--- src/rtl/ysyx_clint_arb_pkg.sv ---
// Shared types for the CLINT read arbiter.
// The optional response timeout is enabled with YSYX_CLINT_ARB_TIMEOUT_EN.
package ysyx_clint_arb_pkg;

    typedef enum logic [1:0] {
        IDLE = 2'd0,
        BUSY = 2'd1,
        RESP = 2'd2
    } arb_state_e;

    localparam logic [1:0] RESP_OKAY   = 2'b00;
    localparam logic [1:0] RESP_SLVERR = 2'b10;

endpackage

--- src/rtl/ysyx_rr_arb2.sv ---
// Two-way round-robin picker: on contention the requester
// that was not granted last time wins.
module ysyx_rr_arb2 (
    input  logic [1:0] req,
    input  logic       last,
    output logic       gnt_valid,
    output logic       gnt_id
);

    always_comb begin
        gnt_valid = |req;
        gnt_id    = 1'b0;
        unique case (1'b1)
            (req == 2'b11): gnt_id = ~last;
            (req == 2'b10): gnt_id = 1'b1;
            default:        gnt_id = 1'b0;
        endcase
    end

endmodule

--- src/rtl/ysyx_clint_arbiter.sv ---
// Two-requester read arbiter in front of the CLINT MMIO read port.
// Define YSYX_CLINT_ARB_TIMEOUT_EN to add the s_rvalid timeout.
module ysyx_clint_arbiter #(
    parameter int XLEN    = 32,
    parameter int TIMEOUT = 16
) (
    input  logic            clock,
    input  logic            reset,

    input  logic [XLEN-1:0] m0_araddr,
    input  logic            m0_arvalid,
    output logic            m0_arready,
    output logic [XLEN-1:0] m0_rdata,
    output logic [1:0]      m0_rresp,
    output logic            m0_rvalid,
    input  logic            m0_rready,

    input  logic [XLEN-1:0] m1_araddr,
    input  logic            m1_arvalid,
    output logic            m1_arready,
    output logic [XLEN-1:0] m1_rdata,
    output logic [1:0]      m1_rresp,
    output logic            m1_rvalid,
    input  logic            m1_rready,

    output logic [XLEN-1:0] s_araddr,
    output logic            s_arvalid,
    input  logic [XLEN-1:0] s_rdata,
    input  logic [1:0]      s_rresp,
    input  logic            s_rvalid
);

    import ysyx_clint_arb_pkg::*;

    arb_state_e      state_q, state_d;
    logic            last_q, last_d;
    logic            gnt_q, gnt_d;
    logic [XLEN-1:0] addr_q, addr_d;
    logic [XLEN-1:0] rdata_q, rdata_d;
    logic [1:0]      rresp_q, rresp_d;

`ifdef YSYX_CLINT_ARB_TIMEOUT_EN
    localparam int CNT_W = $clog2(TIMEOUT) + 1;
    localparam logic [CNT_W-1:0] CNT_LAST = CNT_W'(TIMEOUT - 1);

    logic [CNT_W-1:0] cnt_q, cnt_d;
`endif

    logic pick_valid;
    logic pick_id;
    logic in_idle;
    logic in_busy;
    logic in_resp;
    logic gnt_rready;

    ysyx_rr_arb2 u_rr (
        .req       ({m1_arvalid, m0_arvalid}),
        .last      (last_q),
        .gnt_valid (pick_valid),
        .gnt_id    (pick_id)
    );

    assign in_idle    = (state_q == IDLE);
    assign in_busy    = (state_q == BUSY);
    assign in_resp    = (state_q == RESP);
    assign gnt_rready = gnt_q ? m1_rready : m0_rready;

    always_comb begin
        state_d = state_q;
        last_d  = last_q;
        gnt_d   = gnt_q;
        addr_d  = addr_q;
        rdata_d = rdata_q;
        rresp_d = rresp_q;
`ifdef YSYX_CLINT_ARB_TIMEOUT_EN
        cnt_d   = cnt_q;
`endif
        unique case (state_q)
            IDLE: begin
                if (pick_valid) begin
                    state_d = BUSY;
                    gnt_d   = pick_id;
                    last_d  = pick_id;
                    addr_d  = pick_id ? m1_araddr : m0_araddr;
`ifdef YSYX_CLINT_ARB_TIMEOUT_EN
                    cnt_d   = '0;
`endif
                end
            end
            BUSY: begin
                if (s_rvalid) begin
                    state_d = RESP;
                    rdata_d = s_rdata;
                    rresp_d = s_rresp;
                end
`ifdef YSYX_CLINT_ARB_TIMEOUT_EN
                else if (cnt_q == CNT_LAST) begin
                    state_d = RESP;
                    rdata_d = '0;
                    rresp_d = RESP_SLVERR;
                end else begin
                    cnt_d = cnt_q + 1'b1;
                end
`endif
            end
            // Any s_rvalid seen here is the trailing pulse of the
            // request we already completed, so it is dropped.
            RESP: begin
                if (gnt_rready) begin
                    state_d = IDLE;
                end
            end
            default: begin
                state_d = IDLE;
            end
        endcase
    end

    always_ff @(posedge clock) begin
        if (reset) begin
            state_q <= IDLE;
            last_q  <= 1'b1;
            gnt_q   <= 1'b0;
            addr_q  <= '0;
            rdata_q <= '0;
            rresp_q <= RESP_OKAY;
`ifdef YSYX_CLINT_ARB_TIMEOUT_EN
            cnt_q   <= '0;
`endif
        end else begin
            state_q <= state_d;
            last_q  <= last_d;
            gnt_q   <= gnt_d;
            addr_q  <= addr_d;
            rdata_q <= rdata_d;
            rresp_q <= rresp_d;
`ifdef YSYX_CLINT_ARB_TIMEOUT_EN
            cnt_q   <= cnt_d;
`endif
        end
    end

    assign m0_arready = in_idle && pick_valid && !pick_id;
    assign m1_arready = in_idle && pick_valid && pick_id;

    assign s_arvalid = in_busy;
    assign s_araddr  = in_busy ? addr_q : '0;

    assign m0_rvalid = in_resp && !gnt_q;
    assign m1_rvalid = in_resp && gnt_q;

    assign m0_rdata  = m0_rvalid ? rdata_q : '0;
    assign m1_rdata  = m1_rvalid ? rdata_q : '0;
    assign m0_rresp  = m0_rvalid ? rresp_q : RESP_OKAY;
    assign m1_rresp  = m1_rvalid ? rresp_q : RESP_OKAY;

endmodule

--- config.mk ---
export PLATFORM = sky130hd
export DESIGN_NAME = ysyx_clint_arbiter
export DESIGN_NICKNAME = d
export VERILOG_FILES = /design/src/rtl/ysyx_clint_arb_pkg.sv /design/src/rtl/ysyx_rr_arb2.sv /design/src/rtl/ysyx_clint_arbiter.sv
export SDC_FILE = /design/constraint.sdc
export NUM_CORES = 1
export LEC_CHECK = 0
export ABC_AREA = 1
export CAP_MARGIN = 20
export CELL_PAD_IN_SITES_DETAIL_PLACEMENT = 0
export CELL_PAD_IN_SITES_GLOBAL_PLACEMENT = 1
export CORE_ASPECT_RATIO = 1.25
export CORE_UTILIZATION = 24
export DETAILED_ROUTE_END_ITERATION = 12
export PLACE_DENSITY = 0.9
export SETUP_SLACK_MARGIN = 0.2
export SYNTH_ARGS = -nofsm -noshare
export SYNTH_HDL_FRONTEND = slang
export SYNTH_SLANG_ARGS = --single-unit
--- constraint.sdc ---
create_clock -name clock -period 1.5 [get_ports clock]
set_clock_uncertainty 0.05 [all_clocks]
set_input_delay 0.375 -clock clock [delete_from_list [all_inputs] [get_ports clock]]
set_output_delay 0.375 -clock clock [all_outputs]
set_load 0.01 [all_outputs]
==> metrics.yaml <==
setup_path:
  cp_data_required_time_ps: 1070
  cp_max_fo: 7
  r2r-start: "state_q[0]$_SDFFE_PP0P_"
  r2r_end: "addr_q[21]$_SDFFE_PP0P_"
  end_kind: "output pin"
  crit_start: "state_q[0]$_SDFFE_PP0P_"
  critPathArrivalTime_ps: 1540
  path_class: "flip-flop to output pin"
  r2r_setup_slack_ps: -160
  endpoint: "m0_rdata[31]"
  worstSetupStartpointType: "flip-flop"
  r2r_cells: 11
grt:
  antenna_found_initial: 0
  first_global_vias: 4005
  grt_max_degree: 49
  overflow: 0
  grt_usage: 0.174
  grt_first_pass_wirelength_um: 20000
outcome:
  status: "finished, violations left"
  violations: "negative setup slack"
detailed_routing:
  antenna_left: 0
  remaining_drc_errors: 0
  dr.pass1.iters: 4
  drt-initial-drc-count: 108
  wl_per_cell_um: 15.0
  routed-via-count: 4487
  wl_um: 15100
  viasPerCell: 4.47
pwr:
  power.total_mw: 6.42
  pwr_density_cell_nw_per_um2: 795
  vdd_drop_max_mv: 0.622
  total_leakage_power_nw: 3.25
cells_and_area:
  fin_nets: 925
  antenna_cells: 0
  fillers: 1301
  layout-drive-gt1-share: 0.451
  multi_input_area_um2: 2540
  area_growth_pct: 130
  register_area_um2: 1410
  post-route-util: 0.563
  stdcell_count: 1003
synthesis:
  yosys_warnings: 0
  synth.yosys.seq_area_share: 0.399
  synthesis.nets: 670
  synth.distinct_cells: 21
  syn_area_um2: 3510
  syn_inst: 565
  syn_area_per_cell_um2: 6.21
  synth-seq-cells: 70
die:
  die_w_um: 110
  dieArea_um2: 15100
  rows: 49
  ios: 210
  start_util: 0.245
  coreArea_um2: 14300
  dieHeight_um: 137
clock_network:
  htree_levels: 3
  cts_made_buffers: 9
  postCtsHoldBufs: 0
  clk_pin_slew_ps: 60
  cts_tree: "built"
  clock-sinks: 70
  cts_root_buf: "clkbuf_16"
  clock_latency_ps: 330
  cts_buffer_depth: 2
sta:
  hold_ws_ps: 412
  period_minus_slack_ps: 1970
  worstMarginPinSlew_ps: 437
  slew_violations: 0
  fmax_ghz: 0.508
  slew_headroom: 0.708
  setup_violations: 164
  setup_slack_ps: -467
  hold_viol_final: 0
  rsz0062_at_grt: "true"
  finalCritPeriodShare: 1.31
place:
  gp_congestion: 0.763
  port_buffers: 209
  dp.cells: 947
  place_hpwl_um: 8820
  dp_worst_setup_slack_ps: -693
hold_path:
  holdPathStages: 2
  hp-class: "flip-flop to flip-flop"
flow_run:
  cap_violations: 0
[final cells by class]
cell class                 count  area share
timing repair buffer         282       0.405
multi-input combinational    381       0.314
clock buffer                  12      0.0331
clock inverter                 4     0.00650
inverter                      76      0.0393
tap                          178      0.0276
sequential                    70       0.175
[synthesized netlist by cell type]
cell      number  area share
nor3_2         1      0.0029
a21oi_1       68       0.097
buf_4          3      0.0064
inv_2          4      0.0043
o21ai_0       32       0.046
nor2_1       103        0.11
nor2_4         1      0.0032
o21ai_1        2      0.0029
nand2_1      134        0.14
nand2_2        2      0.0036
o21a_1         1      0.0021
o21ai_4        1      0.0046
nor2_2         1      0.0018
nand3_1       33       0.047
buf_6          1      0.0032
dfxtp_1       70        0.40
buf_2         17       0.024
inv_1         72       0.077
o211ai_1       1      0.0021
clkbuf_1      15       0.016
buf_1          3      0.0032
[placed cells by master, fill, tap and decap left out, types with 5 or more instances in the layout]
cell / count
nand2_1: 120
clkdlybuf4s50_1: 102
buf_6: 91
nor2_4: 71
inv_1: 67
dfxtp_1: 67
a21oi_1: 54
nand3_1: 33
o21ai_2: 30
nor2_2: 29
buf_2: 28
clkbuf_16: 19
buf_4: 17
buf_12: 17
a21oi_2: 14
nand2_2: 13
buf_16: 8
buf_8: 6
nor2_1: 5
o21ai_4: 5
[critical path, cell delays in order (launching register included)]
cell	delay [ps]
dfxtp_4	370
nor3_4	260
inv_6	130
buf_16	170
nor2_1	120
buf_2	160
[state kept, by name (all words and copies together), names as in the netlist]
register / flops
addr_q: 32
rdata_q: 32
last_q: 1
state_q: 2
rresp_q: 2
gnt_q: 1
[metrics by stage]
| step | TNS, ps | instance area, µm² |
|---|---|---|
| CTS | -37030 | 7190 |
| global placement | -64190 | 6420 |
| global route | -50880 | 8080 |
| finish | -41010 | 8080 |
| detailed placement | -67020 | 6420 |
| floorplan | 0 | 4030 |
[layer usage]
layer	up-vias	global-route usage	wire length [µm]
li1	2254	-	-
met1	2050	0.196	5670
met2	161	0.305	8140
met3	22	0.0492	980
met4	0	0.0694	282
met5	-	0	0
[power by group]
part | internal, mW | total (mW) | leakage, nW | switching [mW]
clock network | 1.44 | 2.27 | 0.158 | 0.829
registers | 2.02 | 2.09 | 0.577 | 0.0706
logic | 1.08 | 2.07 | 2.52 | 0.989
total | 4.54 | 6.42 | 3.25 | 1.89
[how the worst min path moves through the flow]
stage	endpoint	startpoint	slack, ps
after floorplan	addr_q[0]$_SDFFE_PP0P_	addr_q[0]$_SDFFE_PP0P_	390
after global placement	addr_q[4]$_SDFFE_PP0P_	addr_q[4]$_SDFFE_PP0P_	400
after detailed placement	addr_q[15]$_SDFFE_PP0P_	addr_q[15]$_SDFFE_PP0P_	410
after CTS	addr_q[15]$_SDFFE_PP0P_	addr_q[15]$_SDFFE_PP0P_	410
after global routing	addr_q[7]$_SDFFE_PP0P_	addr_q[7]$_SDFFE_PP0P_	430
final	addr_q[9]$_SDFFE_PP0P_	addr_q[9]$_SDFFE_PP0P_	410
[kinds of logic (layout without fill, tap and decap cells)]
family	count (synthesis)	after routing	synth area share
and+or+nand+nor	275	276	0.312
buffers and inverters	115	374	0.134
AOI/OAI and AO/OA	105	105	0.154
DFF	70	70	0.399
[repair_timing]
item / in CTS / in global routing
buffers inserted: 13 / 2
gates cloned: 11 / 14
gates resized for setup: 564 / 149
pin swaps: 6 / 12
setup endpoints to repair: 174 / 175
No activity file was read; power rests on OpenSTA's default activity.
